--- config.mk ---
export PLATFORM = sky130hd
export DESIGN_NAME = pipe_hazard_ctrl
export DESIGN_NICKNAME = d
export VERILOG_FILES = /design/src/rtl/pipe_hazard_ctrl.sv
export SDC_FILE = /design/constraint.sdc
export NUM_CORES = 1
export LEC_CHECK = 0
export ABC_CLOCK_PERIOD_IN_PS = 5500
export CORE_MARGIN = 2
export CORE_UTILIZATION = 40
export DETAILED_ROUTE_END_ITERATION = 8
export PLACE_DENSITY = 0.68
export SLEW_MARGIN = 40
export SYNTH_ARGS = -nofsm -noshare
export SYNTH_HDL_FRONTEND = slang
export SYNTH_SLANG_ARGS = --single-unit
--- constraint.sdc ---
create_clock -name clk -period 5.5 [get_ports clk]
set_clock_uncertainty 0.1 [all_clocks]
set_input_delay 1.375 -clock clk [delete_from_list [all_inputs] [get_ports clk]]
set_output_delay 1.375 -clock clk [all_outputs]
set_load 0.02 [all_outputs]
--- src/rtl/pipe_hazard_ctrl.sv ---
// Stall/flush sequencer for a 5-stage RV32I pipeline: stage-register write enables and
// bubble inserts, load-use / branch / data-memory-wait / halt handling and perf counters.
module pipe_hazard_ctrl #(
    parameter int REG_AW      = 5,
    parameter int MEM_TIMEOUT = 15,
    parameter int DRAIN_CYC   = 4,
    parameter int CNT_W       = 16
) (
    input  logic              clk,
    input  logic              rst_n,
    input  logic [REG_AW-1:0] ifid_rs1,
    input  logic [REG_AW-1:0] ifid_rs2,
    input  logic              idex_memread,
    input  logic [REG_AW-1:0] idex_rd,
    input  logic              ex_branch_taken,
    input  logic              exmem_memreq,
    input  logic              dmem_ready,
    input  logic              halt_req,
    input  logic              resume,
    output logic              pc_we,
    output logic              ifid_we,
    output logic              idex_we,
    output logic              exmem_we,
    output logic              memwb_we,
    output logic              ifid_flush,
    output logic              idex_flush,
    output logic              exmem_flush,
    output logic              memwb_flush,
    output logic              mem_timeout_err,
    output logic [CNT_W-1:0]  stall_cnt,
    output logic [CNT_W-1:0]  flush_cnt,
    output logic [2:0]        state_o
);

    localparam int WAIT_W = $clog2(MEM_TIMEOUT + 1);
    localparam int DRN_W  = $clog2(DRAIN_CYC + 1);

    typedef enum logic [2:0] {
        S_INIT     = 3'd0,
        S_RUN      = 3'd1,
        S_MEM_WAIT = 3'd2,
        S_DRAIN    = 3'd3,
        S_HALT     = 3'd4
    } state_t;

    state_t             state, state_nxt;
    logic [WAIT_W-1:0]  wait_cnt, wait_nxt;
    logic [DRN_W-1:0]   drain_cnt, drain_nxt;
    logic               halt_pend, halt_pend_nxt;
    logic               memstall, loaduse, halt_eff, freeze;
    logic               stall_inc, flush_inc;

    function automatic logic [CNT_W-1:0] sat_cnt(input logic [CNT_W-1:0] v);
        return (&v) ? v : v + CNT_W'(1);
    endfunction

    function automatic logic [WAIT_W-1:0] sat_wait(input logic [WAIT_W-1:0] v);
        return (v == WAIT_W'(MEM_TIMEOUT)) ? v : v + WAIT_W'(1);
    endfunction

    assign memstall = exmem_memreq & ~dmem_ready;
    assign loaduse  = idex_memread & (idex_rd != '0) &
                      ((idex_rd == ifid_rs1) | (idex_rd == ifid_rs2));
    assign halt_eff = halt_req | halt_pend;
    // Once parked in MEM_WAIT only the memory handshake releases the freeze.
    assign freeze   = (state == S_MEM_WAIT) ? ~dmem_ready : memstall;

    always_comb begin
        pc_we         = 1'b1;
        ifid_we       = 1'b1;
        idex_we       = 1'b1;
        exmem_we      = 1'b1;
        memwb_we      = 1'b1;
        ifid_flush    = 1'b0;
        idex_flush    = 1'b0;
        exmem_flush   = 1'b0;
        memwb_flush   = 1'b0;
        state_nxt     = state;
        wait_nxt      = '0;
        drain_nxt     = drain_cnt;
        halt_pend_nxt = halt_pend;
        flush_inc     = 1'b0;

        case (state)
            S_RUN, S_MEM_WAIT: begin
                if (freeze) begin
                    {pc_we, ifid_we, idex_we, exmem_we} = 4'b0000;
                    memwb_flush = 1'b1;
                    wait_nxt    = sat_wait(wait_cnt);
                    state_nxt   = S_MEM_WAIT;
                    if (halt_req) halt_pend_nxt = 1'b1;
                end else if (ex_branch_taken) begin
                    ifid_flush    = 1'b1;
                    idex_flush    = 1'b1;
                    flush_inc     = 1'b1;
                    state_nxt     = S_RUN;
                    halt_pend_nxt = halt_eff;
                end else if (loaduse) begin
                    pc_we         = 1'b0;
                    ifid_we       = 1'b0;
                    idex_flush    = 1'b1;
                    state_nxt     = S_RUN;
                    halt_pend_nxt = halt_eff;
                end else if (halt_eff) begin
                    state_nxt     = S_DRAIN;
                    drain_nxt     = '0;
                    halt_pend_nxt = 1'b0;
                end else begin
                    state_nxt = S_RUN;
                end
            end
            S_DRAIN: begin
                if (memstall) begin
                    {pc_we, ifid_we, idex_we, exmem_we} = 4'b0000;
                    memwb_flush = 1'b1;
                    wait_nxt    = sat_wait(wait_cnt);
                end else if (ex_branch_taken) begin
                    ifid_flush = 1'b1;
                    idex_flush = 1'b1;
                    flush_inc  = 1'b1;
                    drain_nxt  = '0;
                end else if (loaduse) begin
                    pc_we      = 1'b0;
                    ifid_we    = 1'b0;
                    idex_flush = 1'b1;
                end else begin
                    pc_we      = 1'b0;
                    ifid_flush = 1'b1;
                    drain_nxt  = drain_cnt + DRN_W'(1);
                    if (drain_nxt == DRN_W'(DRAIN_CYC)) state_nxt = S_HALT;
                end
            end
            S_HALT: begin
                {pc_we, ifid_we, idex_we, exmem_we, memwb_we} = 5'b00000;
                halt_pend_nxt = 1'b0;
                if (resume) state_nxt = S_RUN;
            end
            default: begin
                {pc_we, ifid_we, idex_we, exmem_we, memwb_we}    = 5'b00000;
                {ifid_flush, idex_flush, exmem_flush, memwb_flush} = 4'b1111;
                halt_pend_nxt = 1'b0;
                state_nxt     = S_RUN;
            end
        endcase
    end

    assign stall_inc = ~pc_we & ((state == S_RUN) | (state == S_MEM_WAIT));
    assign state_o   = state;

    always_ff @(posedge clk or negedge rst_n) begin
        if (!rst_n) begin
            state           <= S_INIT;
            wait_cnt        <= '0;
            drain_cnt       <= '0;
            halt_pend       <= 1'b0;
            mem_timeout_err <= 1'b0;
            stall_cnt       <= '0;
            flush_cnt       <= '0;
        end else begin
            state     <= state_nxt;
            wait_cnt  <= wait_nxt;
            drain_cnt <= drain_nxt;
            halt_pend <= halt_pend_nxt;
            if (wait_nxt == WAIT_W'(MEM_TIMEOUT)) mem_timeout_err <= 1'b1;
            if (stall_inc) stall_cnt <= sat_cnt(stall_cnt);
            if (flush_inc) flush_cnt <= sat_cnt(flush_cnt);
        end
    end

endmodule

==> results.toml <==
[status]
status = "finished clean"

[floorplanning]
start_util = 0.4094
die_w_um = 84.39
ioPinCount = 68
core_area_um2 = 6314
chipHeight_um = 84.39
fp.dieArea_um2 = 7122
rows = 29

[flow_run]
drv_cap = 0

[routing]
vias_per_cell = 5.346
drt_iter0_markers = 80
post-route-drc-count = 0
ant_nets = 0
dr_total_vias = 2208
drt-pass1-iter-count = 4
wl_per_cell_um = 14.21
drt-total-wl_mm = 5.867

[cts]
clkTransAtPathRegs_ns = 0.08
cts_tree = "built"
post_cts_resized = 0
ctsHoldBuffers = 0
cts_root_buf = "clkbuf_8"
cts_buffers = 5
cts.sinks = 44
cts_setup_buffers = 0
insertion_delay_ns = 0.29
htreeDepth = 2
clk_path_buf_depth = 2

[synthesis]
syn_area_um2 = 2585
ys_warn_count = 0
avgSynthCellArea_um2 = 9.792
synth.distinct_cells = 55
synth_edf_count = 0
synth_seq_cells = 44
yosysSeqAreaShare = 0.4259
synthFlopType = "dfrtp_1"
ys_async_sr_fraction = 1.000
synth_nets = 292
synthCells = 264

[layout]
layout_common_cells = "66 x clkdlybuf4s50_1, 44 x dfrtp_1, 33 x nand2_1"
fillers = 590
regArea_um2 = 1101
n_antenna_cell = 0
area_growth_pct = 33.40
final_util = 0.5462
multi_input_area_um2 = 1416
final_nets = 363
layout_commonest_cell = "clkdlybuf4s50_1"
drive_above_1_share = 0.08631

[sta]
hold_viol_final = 0
finalSetupTns_ns = 0
setup_viol = 0
rsz0062_at_grt = "false"
period_share = 0.9500
worst_pin_slew_ns = 0.5585
maxClockFrequency_mhz = 191.4
drv_slew = 0
min_period_ns = 5.225
max_slew_margin = 0.6277

[worst_setup_path]
cp_slowest_stage_delay_ns = 0.63
cp.arrival_ns = 3.75
cpMaxStageDelayCell = "clkdlybuf4s50_1"
endpoint_kind = "output port"
critPathKind = "in2out"
path_cells = "clkdlybuf4s50_1 -> or4_1 -> o21a_1 -> nand2_1 -> a21oi_1 -> o21ai_0 -> clkdlybuf4s50_1"
required_ns = 4.03
crit_family = "buffers and inverters"
cp_common_cell = "clkdlybuf4s50_1"
startpoint_type = "primary input"
worst-path-buf-inv = 2
path_max_fanout = 6

[power]
ir_worst_vdd_v = 0.0002093
powerDensity_nw_per_um2 = 327.0
power_leakage_uw = 0.001522

[grt]
grt_pass1_vias = 2088
antenna_found_initial = 0
globalRouteTotalUtil = 0.1695
grt_overflow = 0
grt_pass1_wl_mm = 9.867
grt_max_degree = 45

[hold_path]
holdCritPathClass = "reg2reg"

[place]
place.gp.congestion = 0.8084
port_buffers = 67
place_hpwl_mm = 4.355
[layer usage]
layer  GRT usage  routed length (µm)
met3     0.04818                 310
met4     0.04185                  24
met5           0                   0
met1      0.2400                2890
met2      0.2583                2642
[state kept, by name (all words and copies together), names as in the netlist]
register         cells
stall_cnt           16
drain_cnt            3
state_o              3
flush_cnt           16
wait_cnt             4
mem_timeout_err      1
halt_pend            1
[synth_stat cells, drive strengths merged, types with 2 or more instances]
cell type	n	area share
nor3b	2	0.0077
a21oi	6	0.015
mux2	2	0.0087
clkbuf	2	0.0029
nand2b	4	0.0097
a31oi	2	0.0048
and3	4	0.0097
a21o	2	0.0058
a211o	2	0.0073
o21ai	9	0.019
or3	3	0.0073
inv	8	0.012
nand3b	2	0.0058
nor2b	2	0.0048
mux2i	4	0.015
dfrtp	44	0.43
nor4	6	0.029
nor2	20	0.029
nor3	10	0.023
or4	2	0.0058
xor2	16	0.054
and2	3	0.0082
xnor2	25	0.085
ha	5	0.024
nand3	18	0.037
nand4	7	0.023
buf	3	0.012
o21a	2	0.0058
and4	2	0.0068
nand2	33	0.048
[final timing paths]
path / cells after the start / startpoint / endpoint / slack [ns]
worst min register to register: 1 / mem_timeout_err$_DFFE_PN0N_ / mem_timeout_err$_DFFE_PN0N_ / 0.37
worst max register to register: 7 / stall_cnt[0]$_DFFE_PN0P_ / stall_cnt[4]$_DFFE_PN0P_ / 3.18
min in group asynchronous: 1 / rst_n / stall_cnt[13]$_DFFE_PN0P_ / 0.96
worst max-delay path: 7 / idex_rd[1] / ifid_flush / 0.28
worst min-delay path: 1 / mem_timeout_err$_DFFE_PN0N_ / mem_timeout_err$_DFFE_PN0N_ / 0.37
max in group asynchronous: 1 / rst_n / drain_cnt[1]$_DFFE_PN0P_ / 3.95
[cell families (layout without fill, tap and decap cells)]
logic type	after synthesis	count (layout)	synth area share
adder cells (fa/ha/maj)	5	5	0.02420
flip-flops	44	44	0.4259
XOR/XNOR	41	41	0.1389
buffers and inverters	13	85	0.02614
multiplexers	6	6	0.02420
AND/OR/NAND/NOR	119	119	0.2565
AO/OA/AOI/OAI	36	36	0.1041
[report_power, final]
part / total, µW / switching [µW] / internal, µW
clock: 261 / 113 / 149
combinational: 412 / 212 / 200
sequential: 455 / 76.0 / 379
total: 1130 / 400 / 727
[layout make-up]
type,instances,area share
timing repair buffer,69,0.1981
clock buffer,6,0.02395
tap,77,0.02794
inverter,8,0.008708
sequential,44,0.3193
multi-input combinational,207,0.4107
clock inverter,2,0.01125
[metrics by stage]
stage | instance area, µm² | cells | setup WS, ns | total power, µW | hold WS, ns
after detailed placement | 3327 | 405 | 0.3090 | 872.5 | 0.3561
after CTS | 3448 | 413 | 0.2829 | 1140 | 0.3788
after global routing | 3448 | 413 | 0.1558 | 1204 | 0.4041
after floorplan | 2585 | 264 | 1.194 | 690.3 | 0.3957
final | 3448 | 413 | 0.2752 | 1127 | 0.3708
after global placement | 3324 | 405 | 0.3197 | 866.1 | 0.3562
(Power assumes the default switching activity.)
